$ cat src/rtl/alu_issue_stage.sv
// alu_issue_stage: issue/writeback stage that sits directly in front of the
// 8-bit ALU. It accepts one 16-bit instruction per handshake and reads the
// operands from a 4x8 register file. It drives the ALU inputs for two cycles
// (ISSUE and WB), writes the ALU result (or an LDI immediate) back into the
// register file, and then holds a completion record until the consumer takes it.
//
// Instruction word: [15:13] opcode, [12:11] fcode, [10:9] rd, [8:7] ra,
//                   [6:5] rb, [7:0] imm (LDI only).
//
// Ports:
//   Clk, Reset_n                   clock, synchronous active-low reset
//   InstrValid/InstrReady/Instr    instruction handshake (ready only in IDLE)
//   AluA/AluB/AluOpcode/
//   AluFunctionCode/AluEnable      registered ALU request
//   AluO/AluOverflow               ALU result, sampled at the end of WB
//   ResultValid/ResultReady        completion record handshake
//   ResultData/ResultRd/
//   ResultCarry/ResultIllegal      completion record fields
//   StickyCarry                    OR of every ResultCarry since reset
//   DbgSel/DbgData                 combinational register file read port
module alu_issue_stage #(
  parameter int NUM_REGS = 4,
  parameter int DATA_W   = 8   // must match the ALU width and the 8-bit immediate
) (
  input  logic              Clk,
  input  logic              Reset_n,
  input  logic              InstrValid,
  output logic              InstrReady,
  input  logic [15:0]       Instr,
  output logic [DATA_W-1:0] AluA,
  output logic [DATA_W-1:0] AluB,
  output logic [2:0]        AluOpcode,
  output logic [1:0]        AluFunctionCode,
  output logic              AluEnable,
  input  logic [DATA_W-1:0] AluO,
  input  logic              AluOverflow,
  output logic              ResultValid,
  input  logic              ResultReady,
  output logic [DATA_W-1:0] ResultData,
  output logic [1:0]        ResultRd,
  output logic              ResultCarry,
  output logic              ResultIllegal,
  output logic              StickyCarry,
  input  logic [1:0]        DbgSel,
  output logic [DATA_W-1:0] DbgData
);

  localparam logic [2:0] OP_ARITH = 3'b000;
  localparam logic [2:0] OP_LOGIC = 3'b001;
  localparam logic [2:0] OP_LDI   = 3'b010;

  typedef enum logic [1:0] {S_IDLE, S_ISSUE, S_WB, S_DONE} state_e;

  typedef struct packed {
    logic [DATA_W-1:0] a;
    logic [DATA_W-1:0] b;
    logic [2:0]        op;
    logic [1:0]        fc;
    logic              en;
  } alu_req_t;

  typedef struct packed {
    logic              valid;
    logic [DATA_W-1:0] data;
    logic [1:0]        rd;
    logic              carry;
    logic              illegal;
  } result_t;

  state_e                             state_q, state_d;
  logic [15:0]                        instr_q, instr_d;
  alu_req_t                           alu_q, alu_d;
  result_t                            res_q, res_d;
  logic [NUM_REGS-1:0][DATA_W-1:0]    regs_q, regs_d;
  logic                               sticky_q, sticky_d;

  // Arithmetic ops with fcode 10/11 are undefined, every logic fcode is valid.
  function automatic logic is_alu_op(input logic [2:0] op, input logic [1:0] fc);
    return ((op == OP_ARITH) && !fc[1]) || (op == OP_LOGIC);
  endfunction

  logic [2:0] wb_op;
  logic [1:0] wb_fc;
  logic [1:0] wb_rd;
  assign wb_op = instr_q[15:13];
  assign wb_fc = instr_q[12:11];
  assign wb_rd = instr_q[10:9];

  always_comb begin
    state_d  = state_q;
    instr_d  = instr_q;
    alu_d    = alu_q;
    res_d    = res_q;
    regs_d   = regs_q;
    sticky_d = sticky_q;
    case (state_q)
      S_IDLE: begin
        if (InstrValid) begin
          instr_d = Instr;
          state_d = S_ISSUE;
          alu_d   = '0;
          // Operands are read here, before any write of this op, so rd==ra/rb
          // needs no forwarding. Non-ALU ops leave the ALU inputs at zero.
          if (is_alu_op(Instr[15:13], Instr[12:11])) begin
            alu_d.a  = regs_q[Instr[8:7]];
            alu_d.b  = regs_q[Instr[6:5]];
            alu_d.op = Instr[15:13];
            alu_d.fc = Instr[12:11];
            alu_d.en = 1'b1;
          end
        end
      end
      S_ISSUE: state_d = S_WB;
      S_WB: begin
        state_d       = S_DONE;
        alu_d         = '0;
        res_d.valid   = 1'b1;
        res_d.rd      = wb_rd;
        res_d.data    = '0;
        res_d.carry   = 1'b0;
        res_d.illegal = 1'b0;
        if (is_alu_op(wb_op, wb_fc)) begin
          regs_d[wb_rd] = AluO;
          res_d.data    = AluO;
          // Logic ops may drive junk on Overflow; only arithmetic carries.
          res_d.carry   = (wb_op == OP_ARITH) && AluOverflow;
        end else if (wb_op == OP_LDI) begin
          regs_d[wb_rd] = instr_q[DATA_W-1:0];
          res_d.data    = instr_q[DATA_W-1:0];
        end else begin
          res_d.illegal = 1'b1;
        end
        sticky_d = sticky_q | res_d.carry;
      end
      S_DONE: begin
        if (ResultReady) begin
          res_d.valid = 1'b0;
          state_d     = S_IDLE;
        end
      end
      default: state_d = S_IDLE;
    endcase
  end

  always_ff @(posedge Clk) begin
    if (!Reset_n) begin
      state_q  <= S_IDLE;
      instr_q  <= '0;
      alu_q    <= '0;
      res_q    <= '0;
      regs_q   <= '0;
      sticky_q <= 1'b0;
    end else begin
      state_q  <= state_d;
      instr_q  <= instr_d;
      alu_q    <= alu_d;
      res_q    <= res_d;
      regs_q   <= regs_d;
      sticky_q <= sticky_d;
    end
  end

  // Ready only in IDLE: the cycle that accepts ResultReady is still DONE,
  // which yields the one-cycle bubble before the next accept.
  assign InstrReady      = (state_q == S_IDLE);
  assign AluA            = alu_q.a;
  assign AluB            = alu_q.b;
  assign AluOpcode       = alu_q.op;
  assign AluFunctionCode = alu_q.fc;
  assign AluEnable       = alu_q.en;
  assign ResultValid     = res_q.valid;
  assign ResultData      = res_q.data;
  assign ResultRd        = res_q.rd;
  assign ResultCarry     = res_q.carry;
  assign ResultIllegal   = res_q.illegal;
  assign StickyCarry     = sticky_q;
  assign DbgData         = regs_q[DbgSel];

endmodule

$ cat config.mk
export PLATFORM = sky130hd
export DESIGN_NAME = alu_issue_stage
export DESIGN_NICKNAME = d
export VERILOG_FILES = /design/src/rtl/alu_issue_stage.sv
export SDC_FILE = /design/constraint.sdc
export NUM_CORES = 1
export LEC_CHECK = 0
export CORE_ASPECT_RATIO = 1.75
export CORE_MARGIN = 1
export CORE_UTILIZATION = 45
export DETAILED_ROUTE_END_ITERATION = 8
export GPL_TIMING_DRIVEN = 1
export PLACE_DENSITY_LB_ADDON = 0.15
export SLEW_MARGIN = 20
export SYNTH_ARGS = -nofsm -noshare
export SYNTH_HDL_FRONTEND = slang
export SYNTH_SLANG_ARGS = --single-unit
$ cat constraint.sdc
create_clock -name Clk -period 1.9 [get_ports Clk]
set_clock_uncertainty 0.1 [all_clocks]
set_input_delay 0.285 -clock Clk [delete_from_list [all_inputs] [get_ports Clk]]
set_output_delay 0.285 -clock Clk [all_outputs]
set_load 0.01 [all_outputs]
[Word-level counts from Yosys, hierarchy flattened]
Index checks and enable logic that the tools add are counted.
Cells by class
  bitwise gates (word level): 1
  $lt $le $gt $ge: 5
  eq/ne operators: 8
  reductions and logical operators: 19
  muxes and demuxes: 26
Operators with widths (count)
  bitwise mux 32 bit: 2
  2-to-1 mux 32 bit: 2
  binary-select mux 8 bit (select 2 bit): 3
  2-to-1 mux 8 bit: 6
  2-to-1 mux 22 bit: 2
  one-hot mux 22 bit (2 select lines): 1
  demux 8 bit (select 2 bit): 1
  < comparator 2 x 3 -> 1 bit (second input constant): 4
  AND reduction 2 bit: 5
  one-hot mux 2 bit (4 select lines): 1
  equality test 3 x 1 -> 1 bit (second input constant): 2
  zero test 3 bit: 2
  nonzero test 2 bit: 3
  2-to-1 mux 1 bit: 5
  equality test 2 bit (second input constant): 2
  logical AND 1 bit: 4
  2-to-1 mux 2 bit: 2
  inequality test 2 bit (second input constant): 2
  equality test 3 x 2 -> 1 bit (second input constant): 1
  equality test 2 x 1 -> 1 bit (second input constant): 1
  greater-or-equal comparator 2 x 1 -> 1 bit (second input constant): 1
  zero test 1 bit: 2
  zero test 2 bit: 1
  logical OR 1 bit: 2
  2 further kinds: 2
Word-level totals
  register bits after elaboration: 86
  output and inout bits: 45
  logic and storage cells: 76

[Depth between registers and ports, before layout]
  depth after elaboration: 7
  depth in mapped cells: 9

[Least setup slack after synthesis]
OpenSTA, ideal clock, no wires.
  path kind: flip-flop to flip-flop
  start point: register state_q[0]
  end point: register regs_q[1] (netlist name)
  path buffers: 3
  library setup time: 69 ps
  setup slack: -146 ps
  arrival time: 1876 ps
  data required time: 1731 ps
  clock period less this slack: 2046 ps
  stages on the path, launching flop included: 10
  cell sequence: dfxtp_1 -> inv_1 -> ha_1 -> buf_4 -> nand2b_2 -> or3_1 -> buf_2 -> or4_1 -> buf_2 -> o21ai_1
On the way
  longest elaborated chain between the ends: 2
Ends and longest elaborated chain
  from (decl): RTL line 70  | state_e state_q, state_d;
  from (signal assigned): RTL line 154  | state_q <= state_d;
  equality test 2 bit: RTL line 96  | case (state_q)
  AND reduction 2 bit (no source line)
  to (signal assigned): RTL line 158  | regs_q <= regs_d;
  to (decl): RTL line 74  | logic [NUM_REGS-1:0][DATA_W-1:0] regs_q, regs_d;
No other way between the ends.
A chain may end at the register's enable or synchronous reset.

[Worst setup path in the final report]
  start point: register regs_q[31] (netlist name)
  end point: output port DbgData[7]
On the way
  longest elaborated chain between the ends: 2
Ends and longest elaborated chain
  binary-select mux 8 bit (select 2 bit): RTL line 177  | assign DbgData = regs_q[DbgSel];
  2-to-1 mux 8 bit (implied by the code): RTL line 177
  to (decl): RTL line 45  | output logic [DATA_W-1:0] DbgData
No other way between the ends. The select of a mux whose other input is x is not followed.

==> metrics <==
nature of the critical path endpoint=primary output; met1 routing resource usage after global routing=0.226; GRT Resource Usage Total=0.227; cell with the most instances after synthesis=sky130_fd_sc_hd__dfxtp_1; number of failing hold endpoints at the final stage=0; Post-CTS Hold Fix Bufs=0; worst rel slew slack=0.555; Total Die Area=0.00861 mm^2; syn avg cell area=10.3 um^2; Worst Hold Class=flop to flop; cell type contributing the most total cell area after synthesis=sky130_fd_sc_hd__dfxtp_1; met3 usage in global routing=0.0513; f_max=0.541 GHz; maximum vdd ir drop=800 uV; top cell types by occurrence after synthesis=sky130_fd_sc_hd__dfxtp_1, sky130_fd_sc_hd__nand2_1, sky130_fd_sc_hd__nor2_1, sky130_fd_sc_hd__a211oi_1, sky130_fd_sc_hd__mux4_2; register area share after synthesis=0.454; global routing usage on met2=0.431; FF+latch count, synth=84; Clk Latency, worst-skew pair=0.34 ns; number of placement rows=43; clock input transition at the sequential cells of the worst setup and hold paths=0.06 ns; largest net degree at the start of global routing=45; portion of synthesized cell area occupied by the leading cell type=0.454; peak-usage layer in the global routing report=met2; slew at the pin with the worst max-slew slack=0.666 ns; Die Width=70.6 um; number of DRC markers in iteration 0=154; yosys synthesis warning count=0; top-level port count=76; number of nets in the synthesized netlist=393; fin area=0.00513 mm^2; predominant post-synthesis flop cell=sky130_fd_sc_hd__dfxtp_1; number of enable-type register cells in the synthesized netlist=0; global-route wire length before repair=14.9 mm; final weighted congestion of routability-driven global placement=0.787; # Max-Cap Violations=0; Cells on Worst Hold Path=2; total inserted antenna cells=0; outcome=finished with violations; share of flip-flops with an asynchronous set or reset after synthesis=0; CTS H-Tree Depth=3; HPWL reported at the end of detailed placement=6.88 mm; number of setup violations in the final report=0; post-synthesis instance area=0.00370 mm^2; cells on worst reg2reg path=6; register-to-register setup slack=0.10 ns; number of global-route vias before repair=3089; PnR Total Power=5.87 mW; count of buffers inserted at the top-level ports=75; CP Data Required Time=1.51 ns; largest buffer count on any clock path=2; TritonCTS clock tree=built; power density over the cells=1140 mW/mm^2; Die Height=122 um; sort of element at the start of the critical path=flop; crit path DAT=1.46 ns; Endpoint, Worst Hold=AluFunctionCode[0]; post-place instance area=0.00475 mm^2; final global-route overflow total=0; number of clock sinks=84; via count=3099; end of the worst register-to-register path=regs_q[7]; Antenna Nets Post-Route=0; cell count after synthesis=359; Leakage=1.83 nW; violations in the final reports=DRC; fraction of final layout cells with drive strength greater than 1=0.208; origin of the worst min-delay path=AluFunctionCode[0]; drt drc=12; Period Utilization, post-route=0.973; NumNets Final=480; Critical Path Fanout Max=4; source of the worst register-to-register timing path=state_q[0]; initial core utilization=0.465; vias per std cell=5.73; total CTS buffers=9; crit path time final=1.85 ns; initial antenna violation count=0; synth unique cells=36; total wire length=9.25 mm; ranking of synthesized cells by area=sky130_fd_sc_hd__dfxtp_1, sky130_fd_sc_hd__mux4_2, sky130_fd_sc_hd__a211oi_1; CTS Root Cell=sky130_fd_sc_hd__clkbuf_16; area of the core=0.00796 mm^2; layout overhead on the synthesized area=38.4%; router iterations before antenna repair=6; Routed wire per std cell=17.1 um; Max Transition Viols Final=0; path type of the worst setup path=flop to primary output
## metal layers
metal  wire length [um]  up-vias
met4                283        0
met2               5190       74
li1                   -     1524
met5                  0        -
met1               3440     1478
met3                328       23
## worst max-delay path, cell delays in order (launching register included)
cell	delay, ns
sky130_fd_sc_hd__dfxtp_1	0.34
sky130_fd_sc_hd__mux4_2	0.48
sky130_fd_sc_hd__dlygate4sd2_1	0.31
## layout make-up
type / count / area, um^2
clock buffers: 10 / 239
fillers: 681 / 2840
repair buffers: 109 / 1040
inverters: 6 / 22.5
flip-flops and latches: 84 / 1680
well taps: 90 / 113
multi-input cells: 236 / 1890
clock inverters: 6 / 135
## per-stage QoR
step | TNS, ns | worst slack, ns | utilization | hold WS, ns | std cells
2_1_floorplan | -0.320 | -0.0400 | - | 0.321 | 359
3_3_place_gp | -3.28 | -0.436 | 0.596 | 0.342 | 523
3_5_place_dp | -3.43 | -0.442 | 0.596 | 0.349 | 523
4_1_cts | 0 | 0.0206 | 0.642 | 0.358 | 539
5_1_grt | -0.0177 | -0.0177 | 0.644 | 0.375 | 541
6_report | 0 | 0.0522 | 0.644 | 0.355 | 541
## registers in the layout, indices dropped and copies added (netlist names)
name / flops
AluA: 8
instr_q: 14
AluOpcode: 3
ResultIllegal: 1
ResultValid: 1
state_q: 2
AluB: 8
ResultCarry: 1
AluEnable: 1
ResultRd: 2
AluFunctionCode: 2
ResultData: 8
regs_q: 32
StickyCarry: 1
## placed cells by master (no fill, tap or decap), drive strengths merged, types with 4 or more instances in the layout
master | netlist | layout
o21ai | 17 | 17
nor2 | 30 | 30
o311ai | 8 | 8
nand3 | 11 | 11
mux4 | 24 | 24
nand2 | 36 | 36
clkdlybuf4s15 | 0 | 4
mux2i | 11 | 11
dfxtp | 84 | 84
a22oi | 8 | 8
a21oi | 19 | 19
dlygate4sd2 | 0 | 4
clkdlybuf4s50 | 0 | 64
inv | 6 | 6
nor2b | 4 | 4
a32o | 16 | 16
a211oi | 24 | 24
clkbuf | 20 | 10
buf | 13 | 37
bufinv | 0 | 4
## cells by family (layout without fill, tap and decap cells)
| group | Yosys count | after routing | share of synthesized area |
|---|---|---|---|
| flip-flops | 84 | 84 | 0.454 |
| AO/OA/AOI/OAI | 98 | 98 | 0.191 |
| AND/OR/NAND/NOR | 100 | 100 | 0.127 |
| buffers and inverters | 39 | 131 | 0.0426 |
| multiplexers | 35 | 35 | 0.176 |
| adder cells (fa/ha/maj) | 3 | 3 | 0.0101 |
## worst max-delay path by stage
stage                start    endpoint  depth (start not counted)
4_1_cts         state_q[0]   regs_q[7]                          6
3_3_place_gp     DbgSel[1]  DbgData[5]                          4
6_report        regs_q[31]  DbgData[7]                          2
5_1_grt        instr_q[13]  regs_q[17]                          4
2_1_floorplan   state_q[0]   regs_q[1]                          9
3_5_place_dp     DbgSel[1]  DbgData[5]                          4
## where the power goes
part / total, mW / leakage [nW] / switching [mW] / internal [mW]
clock: 2.15 / 0.175 / 0.694 / 1.45
sequential: 2.14 / 0.681 / 0.180 / 1.96
combinational: 1.58 / 0.977 / 0.830 / 0.752
total: 5.87 / 1.83 / 1.70 / 4.16
## what timing repair did
action	4_1_cts	5_1_grt
setup endpoints to repair	9	8
setup buffers	0	2
endpoints found under the hold margin	0	0
gates resized for setup	29	4
(Power assumes the default switching activity.)
